File: config.mk
export PLATFORM = sky130hd
export DESIGN_NAME = mips_instr_encoder
export DESIGN_NICKNAME = d
export VERILOG_FILES = /design/src/rtl/mips_instr_encoder.sv
export SDC_FILE = /design/constraint.sdc
export NUM_CORES = 1
export LEC_CHECK = 0
export ABC_AREA = 1
export ABC_CLOCK_PERIOD_IN_PS = 3100
export BUFFER_PORTS_ARGS = -buffer_cell sky130_fd_sc_hd__buf_2
export CORE_MARGIN = 4
export CORE_UTILIZATION = 57
export CTS_CLUSTER_DIAMETER = 30
export DETAILED_ROUTE_END_ITERATION = 10
export MAX_ROUTING_LAYER = met4
export PLACE_DENSITY_LB_ADDON = 0.3
export SKIP_CTS_REPAIR_TIMING = 1
export SLEW_MARGIN = 40
export SYNTH_ARGS = -nofsm -noshare
export SYNTH_HDL_FRONTEND = slang
export SYNTH_SLANG_ARGS = --single-unit
export TNS_END_PERCENT = 1
File: constraint.sdc
create_clock -name clk -period 3.1 [get_ports clk]
set_clock_uncertainty 0.05 [all_clocks]
set_input_delay 0.31 -clock clk [delete_from_list [all_inputs] [get_ports clk]]
set_output_delay 0.31 -clock clk [all_outputs]
set_load 0.1 [all_outputs]
File: src/rtl/mips_instr_encoder.sv
// mips_instr_encoder: packs decoded MIPS field bundles (R/I/J) into 32-bit words tagged with a sequential word address.
// Latency: a word appears on out_* one cycle after it is accepted (output register plus one skid entry).
// Backpressure: in_ready is registered and drops once the skid entry is occupied, so at most 2 words are ever held.
//
// Ports:
//   clk, rst                  clock, synchronous active-high reset
//   start                     begin a program (honoured in IDLE or DONE only)
//   in_valid/in_ready         input handshake for one field bundle
//   in_fmt..in_jaddr,in_last  decoded fields; in_last marks the program's final bundle
//   out_valid/out_ready       output handshake toward the instruction-memory write port
//   out_instr/out_addr/out_last  encoded word, its word address, final-word flag
//   err/err_code              sticky illegal-bundle flag and the code of the first error
//   done                      program fully drained; held until the next start
module mips_instr_encoder #(
  parameter int          ADDR_WIDTH = 10,
  parameter int unsigned BASE_ADDR  = 0
) (
  input  logic                  clk,
  input  logic                  rst,
  input  logic                  start,
  input  logic                  in_valid,
  output logic                  in_ready,
  input  logic [1:0]            in_fmt,
  input  logic [5:0]            in_opcode,
  input  logic [4:0]            in_rs,
  input  logic [4:0]            in_rt,
  input  logic [4:0]            in_rd,
  input  logic [4:0]            in_shamt,
  input  logic [5:0]            in_funct,
  input  logic [15:0]           in_imm,
  input  logic [25:0]           in_jaddr,
  input  logic                  in_last,
  output logic                  out_valid,
  input  logic                  out_ready,
  output logic [31:0]           out_instr,
  output logic [ADDR_WIDTH-1:0] out_addr,
  output logic                  out_last,
  output logic                  err,
  output logic [1:0]            err_code,
  output logic                  done
);

  localparam logic [5:0] OP_J   = 6'h02;
  localparam logic [5:0] OP_JAL = 6'h03;

  localparam logic [1:0] ERR_FMT  = 2'd1;
  localparam logic [1:0] ERR_ROPC = 2'd2;
  localparam logic [1:0] ERR_JOPC = 2'd3;

  typedef enum logic [1:0] {
    S_IDLE = 2'd0,
    S_RUN  = 2'd1,
    S_DONE = 2'd2
  } state_e;

  state_e state_q, state_d;

  // Output register and skid entry.
  logic                  out_vld_q, out_vld_d;
  logic [31:0]           out_instr_q, out_instr_d;
  logic [ADDR_WIDTH-1:0] out_addr_q, out_addr_d;
  logic                  out_last_q, out_last_d;
  logic                  skid_vld_q, skid_vld_d;
  logic [31:0]           skid_instr_q, skid_instr_d;
  logic [ADDR_WIDTH-1:0] skid_addr_q, skid_addr_d;
  logic                  skid_last_q, skid_last_d;

  logic [ADDR_WIDTH-1:0] addr_q, addr_d;
  logic                  last_acc_q, last_acc_d;   // in_last already accepted this program
  logic                  in_ready_q, in_ready_d;
  logic                  err_q, err_d;
  logic [1:0]            err_code_q, err_code_d;

  logic        accept;
  logic        out_fire;
  logic        start_ok;
  logic [31:0] enc_word;
  logic        enc_illegal;
  logic [1:0]  enc_code;

  assign accept   = in_valid & in_ready_q;
  assign out_fire = out_vld_q & out_ready;
  assign start_ok = start & (state_q != S_RUN);

  // Field packing; illegal bundles become an all-zero NOP.
  always_comb begin
    enc_word    = 32'h0000_0000;
    enc_illegal = 1'b0;
    enc_code    = 2'd0;
    case (in_fmt)
      2'd0: begin
        if (in_opcode != 6'd0) begin
          enc_illegal = 1'b1;
          enc_code    = ERR_ROPC;
        end else begin
          enc_word = {6'd0, in_rs, in_rt, in_rd, in_shamt, in_funct};
        end
      end
      2'd1: enc_word = {in_opcode, in_rs, in_rt, in_imm};
      2'd2: begin
        if ((in_opcode == OP_J) || (in_opcode == OP_JAL)) begin
          enc_word = {in_opcode, in_jaddr};
        end else begin
          enc_illegal = 1'b1;
          enc_code    = ERR_JOPC;
        end
      end
      default: begin
        enc_illegal = 1'b1;
        enc_code    = ERR_FMT;
      end
    endcase
  end

  // FSM: state register.
  always_ff @(posedge clk) begin
    if (rst) state_q <= S_IDLE;
    else     state_q <= state_d;
  end

  // FSM: next state.
  always_comb begin
    state_d = state_q;
    case (state_q)
      S_IDLE:  if (start) state_d = S_RUN;
      S_RUN:   if (out_fire && out_last_q) state_d = S_DONE;
      S_DONE:  if (start) state_d = S_RUN;
      default: state_d = S_IDLE;
    endcase
  end

  // FSM: outputs.
  always_comb begin
    done      = (state_q == S_DONE);
    in_ready  = in_ready_q;
    out_valid = out_vld_q;
    out_instr = out_instr_q;
    out_addr  = out_addr_q;
    out_last  = out_last_q;
    err       = err_q;
    err_code  = err_code_q;
  end

  // Elastic buffer, address counter and error tracking.
  always_comb begin
    out_vld_d    = out_vld_q;
    out_instr_d  = out_instr_q;
    out_addr_d   = out_addr_q;
    out_last_d   = out_last_q;
    skid_vld_d   = skid_vld_q;
    skid_instr_d = skid_instr_q;
    skid_addr_d  = skid_addr_q;
    skid_last_d  = skid_last_q;
    addr_d       = addr_q;
    last_acc_d   = last_acc_q;
    err_d        = err_q;
    err_code_d   = err_code_q;

    // Drain first so a same-cycle accept can refill the output register.
    if (out_fire) begin
      if (skid_vld_q) begin
        out_instr_d = skid_instr_q;
        out_addr_d  = skid_addr_q;
        out_last_d  = skid_last_q;
        skid_vld_d  = 1'b0;
      end else begin
        out_vld_d = 1'b0;
      end
    end

    // in_ready_q implies the skid is empty, so an accept always has a slot.
    if (accept) begin
      if (!out_vld_d) begin
        out_vld_d   = 1'b1;
        out_instr_d = enc_word;
        out_addr_d  = addr_q;
        out_last_d  = in_last;
      end else begin
        skid_vld_d   = 1'b1;
        skid_instr_d = enc_word;
        skid_addr_d  = addr_q;
        skid_last_d  = in_last;
      end
      addr_d = addr_q + ADDR_WIDTH'(1);
      if (in_last) last_acc_d = 1'b1;
      if (enc_illegal) begin
        err_d = 1'b1;
        if (!err_q) err_code_d = enc_code;
      end
    end

    if (start_ok) begin
      addr_d     = ADDR_WIDTH'(BASE_ADDR);
      last_acc_d = 1'b0;
      err_d      = 1'b0;
      err_code_d = 2'd0;
    end

    // Registered ready: open only while the skid entry will be free next cycle.
    in_ready_d = (state_d == S_RUN) && !skid_vld_d && !last_acc_d;
  end

  always_ff @(posedge clk) begin
    if (rst) begin
      out_vld_q    <= 1'b0;
      out_instr_q  <= 32'h0000_0000;
      out_addr_q   <= '0;
      out_last_q   <= 1'b0;
      skid_vld_q   <= 1'b0;
      skid_instr_q <= 32'h0000_0000;
      skid_addr_q  <= '0;
      skid_last_q  <= 1'b0;
      addr_q       <= '0;
      last_acc_q   <= 1'b0;
      in_ready_q   <= 1'b0;
      err_q        <= 1'b0;
      err_code_q   <= 2'd0;
    end else begin
      out_vld_q    <= out_vld_d;
      out_instr_q  <= out_instr_d;
      out_addr_q   <= out_addr_d;
      out_last_q   <= out_last_d;
      skid_vld_q   <= skid_vld_d;
      skid_instr_q <= skid_instr_d;
      skid_addr_q  <= skid_addr_d;
      skid_last_q  <= skid_last_d;
      addr_q       <= addr_d;
      last_acc_q   <= last_acc_d;
      in_ready_q   <= in_ready_d;
      err_q        <= err_d;
      err_code_q   <= err_code_d;
    end
  end

endmodule
==> results.yml, run 1 <==
clocking:
  clock_latency_ns: 0.37
  cts_tree: "yes"
  numCtsBuffers: 9
  clock_sinks: 105
  cts_buffer_depth: 2
  cts_root_buf: "clkbuf_8"
  path_clk_slew_ns: 0.10
  ctsHtreeMaxLevel: 3
critical_path:
  reg2reg_to: "out_instr[12]"
  r2r.worst_path.cells: 7
  rrSetupSlack_ns: 1.20
  cp-start-kind: "flip-flop"
  startpoint: "out_valid"
  crit_arrival_ns: 2.13
  crit_required_ns: 3.33
  cp_max_fo: 20
  crit_type: "flip-flop to flip-flop"
  reg2reg_from: "out_valid"
  cp-end-kind: "flip-flop"
power:
  power_density_nw_per_um2: 490
  clkPwrFrac_pct: 30.2
  combPwrFrac_pct: 20.5
  netSwitchingFraction_pct: 33.1
  leakage_nw: 2.85
  internal_power_mw: 1.93
  power_frac_seq_pct: 49.2
  peakVddDrop_mv: 0.506
  switchingPower_uw: 956
logic_synthesis:
  synth_flop_cell: "dfxtp_1"
  synth.cell_area_um2: 5100
  async_reset_ff_share_pct: 0
  ys_seq_area_share_pct: 41.2
  yosysTopAreaCell: "dfxtp_1"
  synth_common_cells: "nand2_1, dfxtp_1, nor2_1"
  syn_inst: 730
  synth_top_cell_area_share_pct: 41.2
  syn_nets: 813
  synthTopCellsByArea: "dfxtp_1, nand2_1, nor2_1, o21ai_0, nand3_1"
  ys_seq_elements: 105
  avgSynthCellArea_um2: 6.98
  synth_edf_count: 0
  ys_warn_count: 0
  synth_most_common_cell: "nand2_1"
  synthDistinctLibCells: 34
detailed_routing:
  drc: 0
  vias: 5063
  wl_per_cell_um: 13.8
  drtIter0Drc: 238
  vias_per_cell: 5.32
  dr.pass1.iters: 5
  drt-total-wl_mm: 13.1
  antenna_left: 0
placed_design:
  io_buffer_count: 130
  gp_congestion: 0.863
  hpwl_mm: 9.35
  pre_cts_ws_ns: 1.16
timing:
  fin_crit_ns: 1.90
  fmax_mhz: 526
  relSlewSlack_pct: 45.2
  setup_viol: 0
  worst_pin_slew_ns: 0.821
  period_share_pct: 61.3
  rsz0062_at_grt: "no"
  hold_viol: 0
  finalSetupTns_ns: 0
  drv_slew: 0
  layout_setup_ws_ns: 1.20
hold_path:
  whs_path_depth: 3
  hp-start: "in_last"
  min_to: "skid_last_q"
  hp-class: "primary input to flip-flop"
finish:
  antenna_cells: 0
  n_fill_cell: 784
  nNetsFinal: 921
  area_delta_synth_final_pct: 15.6
  seqCellArea_um2: 2100
  multi_input_area_um2: 2490
  drive_above_1_share_pct: 25.4
global_routing:
  grt_pass1_vias: 4869
  antenna_found_initial: 0
  grt_max_degree: 61
  grt_first_pass_wirelength_mm: 21.9
  grt_use_total_pct: 26.6
  gr-total-overflow: 0
floorplan:
  die_h_um: 103
  coreArea_um2: 8720
  die-area_um2: 10500
  die_w_um: 103
  core.rowCount: 34
  initial_utilization_pct: 58.5
  pin_count: 131
run:
  drv_cap: 0
run_status:
  status: "finished clean"
==> routing by layer <==
| layer | GRT usage [%] | vias to the layer above | wire [µm] |
|---|---|---|---|
| met5 | - | - | 0 |
| met4 | 8.27 | 0 | 235 |
| met3 | 4.94 | 23 | 780 |
| met2 | 45.3 | 142 | 6530 |
| met1 | 32.0 | 2351 | 5570 |
| li1 | - | 2547 | - |
==> power groups by stage <==
| stage | Combinational (mW) | Sequential (mW) | Clock, mW |
|---|---|---|---|
| finish | 0.593 | 1.42 | 0.872 |
| global placement | 0.580 | 1.45 | 0 |
| detailed placement | 0.592 | 1.45 | 0 |
| global route | 0.634 | 1.43 | 0.940 |
| floorplan | 0.177 | 1.73 | 0 |
| CTS | 0.594 | 1.42 | 0.884 |
==> registers in the layout (all words and copies together) (netlist names) <==
register      flops
out_instr        32
err_code          2
skid_vld_q        1
addr_q           10
skid_addr_q      10
err               1
state_q           2
out_last          1
out_addr         10
out_valid         1
skid_instr_q     32
skid_last_q       1
in_ready          1
last_acc_q        1
==> worst max-delay path, cell delays in order, from the launching register on <==
cell and delay [ns]:
dfxtp_1 0.39, nand2_1 0.12, nor2_4 0.32, inv_1 0.43, o21ai_0 0.31, nand2_1 0.07, nand2_1 0.07, nor2_1 0.04
==> metrics by stage <==
stage	power (mW)	hold slack, ns	utilization (%)	cells	area, µm²
4_1_cts	2.90	0.173	67.6	951	5890
6_report	2.89	0.184	67.6	951	5890
2_1_floorplan	1.91	0.380	-	730	5100
3_5_place_dp	2.04	0.396	65.3	935	5690
5_1_grt	3.00	0.181	67.6	951	5890
3_3_place_gp	2.03	0.388	65.3	935	5690
==> final cells by class <==
| type | count | area share [%] |
|---|---|---|
| Multi-Input combinational cell | 514 | 42.2 |
| Tap cell | 108 | 2.29 |
| Clock inverter | 5 | 1.04 |
| Clock buffer | 11 | 2.40 |
| Inverter | 72 | 4.59 |
| Sequential cell | 105 | 35.7 |
| Timing Repair Buffer | 136 | 11.8 |
==> worst max path at each step <==
stage	end	slack [ns]	depth (start not counted)
after CTS	out_instr[12]	1.19	7
final	out_instr[12]	1.20	7
after detailed placement	out_instr[27]	1.16	8
after floorplan	out_instr[28]	1.01	7
after global routing	out_addr[5]	1.02	6
after global placement	out_instr[27]	1.18	8
==> cells by family (layout without fill, tap and decap cells) <==
logic type      count (synthesis)  in the layout  synth area share, %
compound gates                138            138                 13.8
flops                         105            105                 41.2
fa+ha+maj                       1              1                0.245
xor+xnor                        2              2                0.344
buf+inv                       111            224                 10.0
simple gates                  365            365                 32.8
mux                             8              8                 1.57
==> cells in the final DEF, fill, tap and decap left out, types with 9 or more instances in the layout <==
cell type  count
a21oi_1       59
buf_2        130
clkbuf_8      10
dfxtp_1      105
inv_1         63
nand2_1      146
nand2_2       24
nand3_1       60
nand3_2       10
nor2_1        96
o21ai_0       69
or2_2          9
Power figures use the tool's default switching activity.
==> run 2, diff against run 1 <==
- ABC_CLOCK_PERIOD_IN_PS: 3100 -> 1750
- CORE_UTILIZATION: 57 -> 53
- clock period: 3.1 -> 1.75 ns (I/O delays scaled with it)
==> run 2 against run 1 <==
Effect of this change:
- clock-buffer cell count fell by 1
- sequential power up 77%
- non-clock buffer count up 12
- clock power is 87% higher
- wire length rose by 3.2%
- power rose by 81%
- cell count rose by 3.5%
- via count increased by 1.9%
- sequential cell count unchanged
- core utilization down 2.5 points
- critical path type unchanged
- largest power group unchanged
==> results.yml, run 2 (synthesis results as in run 1) <==
clocking:
  clock_latency_ns: 0.36
  clock_sinks: 105
  numCtsBuffers: 9
  cts_tree: "yes"
  path_clk_slew_ns: 0.10
  cts_root_buf: "clkbuf_8"
  ctsHtreeMaxLevel: 3
  cts_buffer_depth: 2
detailed_routing:
  wl_per_cell_um: 13.7
  drc: 0
  drt-total-wl_mm: 13.5
  vias: 5159
  dr.pass1.iters: 4
  vias_per_cell: 5.24
  drtIter0Drc: 261
  antenna_left: 0
timing:
  setup_viol: 0
  relSlewSlack_pct: 55.7
  drv_slew: 0
  layout_setup_ws_ns: 0.183
  whs_ns: 0.0442
  period_share_pct: 89.6
  worst_pin_slew_ns: 0.664
  rsz0062_at_grt: "no"
  fin_crit_ns: 1.57
  fmax_mhz: 638
  hold_viol: 0
run:
  drv_cap: 0
global_routing:
  antenna_found_initial: 0
  grt_max_degree: 52
  grt_first_pass_wirelength_mm: 22.8
  grt_use_total_pct: 25.2
  gr-total-overflow: 0
  grt_pass1_vias: 5040
power:
  power_density_nw_per_um2: 864
  internal_power_mw: 3.53
  power_frac_seq_pct: 48.2
  leakage_nw: 2.91
  clkPwrFrac_pct: 31.3
  peakVddDrop_mv: 0.542
  netSwitchingFraction_pct: 32.3
  combPwrFrac_pct: 20.5
  switchingPower_mw: 1.69
critical_path:
  reg2reg_from: "skid_vld_q"
  cp_max_fo: 13
  startpoint: "skid_vld_q"
  crit_type: "flip-flop to flip-flop"
  reg2reg_to: "out_instr[22]"
  rrSetupSlack_ns: 0.18
  cp-start-kind: "flip-flop"
  r2r.worst_path.cells: 8
  crit_required_ns: 1.97
  cp-end-kind: "flip-flop"
  crit_arrival_ns: 1.79
placed_design:
  pre_cts_ws_ns: 0.194
  gp_congestion: 0.836
  io_buffer_count: 130
  hpwl_mm: 9.92
finish:
  area_delta_synth_final_pct: 18.5
  drive_above_1_share_pct: 26.7
  nNetsFinal: 933
  mostFrequentLayoutCells: "nand2_1, buf_2, dfxtp_1, nor2_1, o21ai_0"
  antenna_cells: 0
  mostFrequentLayoutCell: "nand2_1"
  n_fill_cell: 846
floorplan:
  die_h_um: 106
  die-area_um2: 11300
  core.rowCount: 35
  die_w_um: 106
  initial_utilization_pct: 54.9
  coreArea_um2: 9280
  pin_count: 131
hold_path:
  hp-class: "primary input to flip-flop"
  min_to: "skid_last_q"
  hp-start: "in_last"
  whs_path_depth: 3
run_status:
  status: "finished clean"
[run 2: changes by cell type in the layout (fill, tap and decap cells not counted), sizes merged]
cell / change
buf: +12
inv: -1
clkbuf: -1
bufinv: +1
clkinvlp: +1
[run 2: worst max-delay path, cell delays in order, from the launching register on]
cell	delay [ns]
dfxtp_1	0.34
inv_2	0.08
nand2_1	0.06
nand2_2	0.11
nand2_2	0.19
inv_1	0.38
nand3_1	0.15
nand2_1	0.09
inv_1	0.03
[run 2: how the worst max path moves through the flow]
| stage | endpoint | slack (ns) | cells past startpoint |
|---|---|---|---|
| 2_1_floorplan | state_q[1] | -0.27 | 4 |
| 3_3_place_gp | skid_instr_q[10] | 0.26 | 8 |
| 3_5_place_dp | out_instr[22] | 0.19 | 8 |
| 4_1_cts | out_instr[22] | 0.19 | 8 |
| 5_1_grt | out_instr[5] | 0.003 | 7 |
| 6_report | out_instr[22] | 0.18 | 8 |
[run 2: final cells by class]
| cell class | count | area (µm²) | share of cell area [%] |
|---|---|---|---|
| multi-input cells | 514 | 2490 | 41.2 |
| well taps | 129 | 161 | 2.67 |
| repair buffers | 148 | 798 | 13.2 |
| flip-flops and latches | 105 | 2100 | 34.8 |
| clock inverters | 6 | 90.1 | 1.49 |
| clock buffers | 10 | 128 | 2.11 |
| inverters | 72 | 270 | 4.47 |
[run 2: power by group through the flow]
stage | Clock, mW | Combinational (mW) | Sequential, mW
global placement | 0 | 1.05 | 2.57
finish | 1.63 | 1.07 | 2.51
global route | 1.77 | 1.14 | 2.53
floorplan | 0 | 0.314 | 3.07
detailed placement | 0 | 1.07 | 2.57
CTS | 1.67 | 1.07 | 2.51
[run 2: routing by layer]
metal | vias to the layer above | track usage [%] | wire length [µm]
met2 | 162 | 44.2 | 7070
li1 | 2568 | - | -
met5 | - | - | 0
met4 | 0 | 9.34 | 291
met1 | 2403 | 28.6 | 5430
met3 | 26 | 4.86 | 744
[run 2: per-stage QoR]
step	cells	setup TNS [ns]	area [µm²]	power, mW	utilization (%)
detailed placement	968	0	5820	3.64	62.7
global route	984	0	6040	5.44	65.1
floorplan	730	-0.362	5100	3.38	-
CTS	984	0	6040	5.26	65.1
global placement	968	0	5820	3.61	62.7
finish	984	0	6040	5.22	65.1
==> run 3, diff against run 2 <==
- MAX_ROUTING_LAYER: met4 -> default
- PLACE_DENSITY: default -> 0.8
- PLACE_DENSITY_LB_ADDON: 0.3 -> default
- SLEW_MARGIN: 40 -> default
==> run 3 against run 2 <==
Effect of this change:
- register-to-register slack got worse by 0.03 ns
- first-iteration DRC count decreased by 9.2%
- critical endpoint is now skid_instr_q[5]
- combinational power about the same
- sequential power about the same
- die area unchanged
- clock-buffer cell count unchanged
- power decreased by 0.34%
- sequential cell count unchanged
- global-route usage decreased by 0.31 points
- core utilization increased by 0.23 points
- hold slack got worse by 0.0065 ns
==> results.yml, run 3 (synthesis results as in run 1) <==
power:
  power_density_nw_per_um2: 858
  internal_power_mw: 3.52
  switchingPower_mw: 1.68
  power_frac_seq_pct: 48.3
  netSwitchingFraction_pct: 32.2
  leakage_nw: 2.92
  peakVddDrop_mv: 0.645
  clkPwrFrac_pct: 30.9
  combPwrFrac_pct: 20.8
floorplan:
  die-area_um2: 11300
  core.rowCount: 35
  initial_utilization_pct: 54.9
  coreArea_um2: 9280
  pin_count: 131
  die_h_um: 106
  die_w_um: 106
placed_design:
  hpwl_mm: 9.97
  io_buffer_count: 130
  gp_congestion: 0.819
  placedCellCount: 969
critical_path:
  cp-start-kind: "primary input"
  crit_arrival_ns: 1.83
  slowest_delay_ns: 0.52
  cp_top_family: "buffers and inverters"
  startpoint: "rst"
  crit_buf_inv: 4
  reg2reg_from: "in_ready"
  cp_slowest_cell: "dlygate4sd3_1"
  cp_max_fo: 45
  crit_required_ns: 1.95
  crit_type: "primary input to flip-flop"
  crit_chain: "dlygate4sd3_1 > buf_2 > clkinv_1 > buf_12 > o21ai_0 > nor2_1"
  cp-end-kind: "flip-flop"
detailed_routing:
  dr.pass1.iters: 5
  drc: 0
  antenna_left: 0
  drt-total-wl_mm: 13.7
  wl_per_cell_um: 13.9
  drtIter0Drc: 237
  vias_per_cell: 5.23
  vias: 5149
clocking:
  clock_sinks: 105
  numCtsBuffers: 9
  path_clk_slew_ns: 0.10
  ctsHtreeMaxLevel: 3
  cts_root_buf: "clkbuf_8"
  cts_tree: "yes"
  cts_buffer_depth: 2
  clock_latency_ns: 0.37
timing:
  drv_slew: 0
  fin_crit_ns: 1.62
  fmax_mhz: 616
  hold_viol: 0
  setup_viol: 0
  relSlewSlack_pct: 52.3
  worst_pin_slew_ns: 0.715
  period_share_pct: 92.8
  rsz0062_at_grt: "no"
finish:
  area_delta_synth_final_pct: 18.9
  drive_above_1_share_pct: 26.6
  layout.cells.non_filler: 985
  antenna_cells: 0
  nNetsFinal: 935
  fin_util_pct: 65.3
  mostFrequentLayoutCells: "nand2_1, buf_2, dfxtp_1, nor2_1, o21ai_0"
  mostFrequentLayoutCell: "nand2_1"
global_routing:
  gr-total-overflow: 0
  antenna_found_initial: 0
  grt_max_degree: 46
  grt_first_pass_wirelength_mm: 23.1
  grt_pass1_vias: 5100
  grt_use_total_pct: 24.9
run_status:
  status: "finished clean"
hold_path:
  hp-class: "primary input to flip-flop"
  hp-start: "in_last"
run:
  drv_cap: 0
-- run 3: cell types whose count changed in the layout (fill, tap and decap cells not counted), sizes merged --
cell,change
inv,-2
dlygate4sd3,+1
buf,+1
clkinv,+1
-- run 3: final timing paths --
| check | endpoint | slack, ns | cells after the start |
|---|---|---|---|
| setup / recovery | skid_instr_q[5] | 0.13 | 6 |
| hold / removal | skid_last_q | 0.04 | 3 |
| setup reg to reg | out_instr[22] | 0.15 | 7 |
| hold reg to reg | skid_addr_q[0] | 0.41 | 2 |
-- run 3: power groups by stage --
| stage | clock, mW | sequential (mW) | combinational [mW] |
|---|---|---|---|
| after floorplan | 0 | 3.07 | 0.314 |
| final | 1.61 | 2.51 | 1.08 |
| after global routing | 1.73 | 2.52 | 1.15 |
| after CTS | 1.64 | 2.51 | 1.08 |
| after global placement | 0 | 2.57 | 1.06 |
| after detailed placement | 0 | 2.57 | 1.08 |
-- run 3: layer usage --
metal  share of wire (%)  track usage [%]  vias to the layer above
li1                    -                -                     2577
met1                  42             30.4                     2398
met2                  51             44.3                      144
met3                 4.8             4.55                       30
met4                 2.2             7.96                        0
met5                   0                0                        -
-- run 3: through the flow --
step	setup slack (ns)	hold WS (ns)	area (µm²)	total power, mW	setup TNS [ns]
floorplan	-0.272	0.273	5100	3.38	-0.362
global placement	0.232	0.368	5840	3.62	0
detailed placement	0.130	0.371	5840	3.65	0
CTS	0.153	-0.0284	6050	5.24	0
global route	0.0115	0.0300	6060	5.41	0
finish	0.127	0.0377	6060	5.20	0
-- run 3: cell type report --
type                    instances  area [µm²]
repair buffers                150         828
multi-input cells             514        2490
clock inverters                 5        81.3
flip-flops and latches        105        2100
well taps                     129         161
clock buffers                  10         128
inverters                      72         270
fillers                       873        3220
-- run 3: worst reg2reg max path, delay by kind of cell (launching register included) --
kind	cells	cell delay, ns
and+or+nand+nor	4	0.55
buffers and inverters	3	0.54
DFF	1	0.36
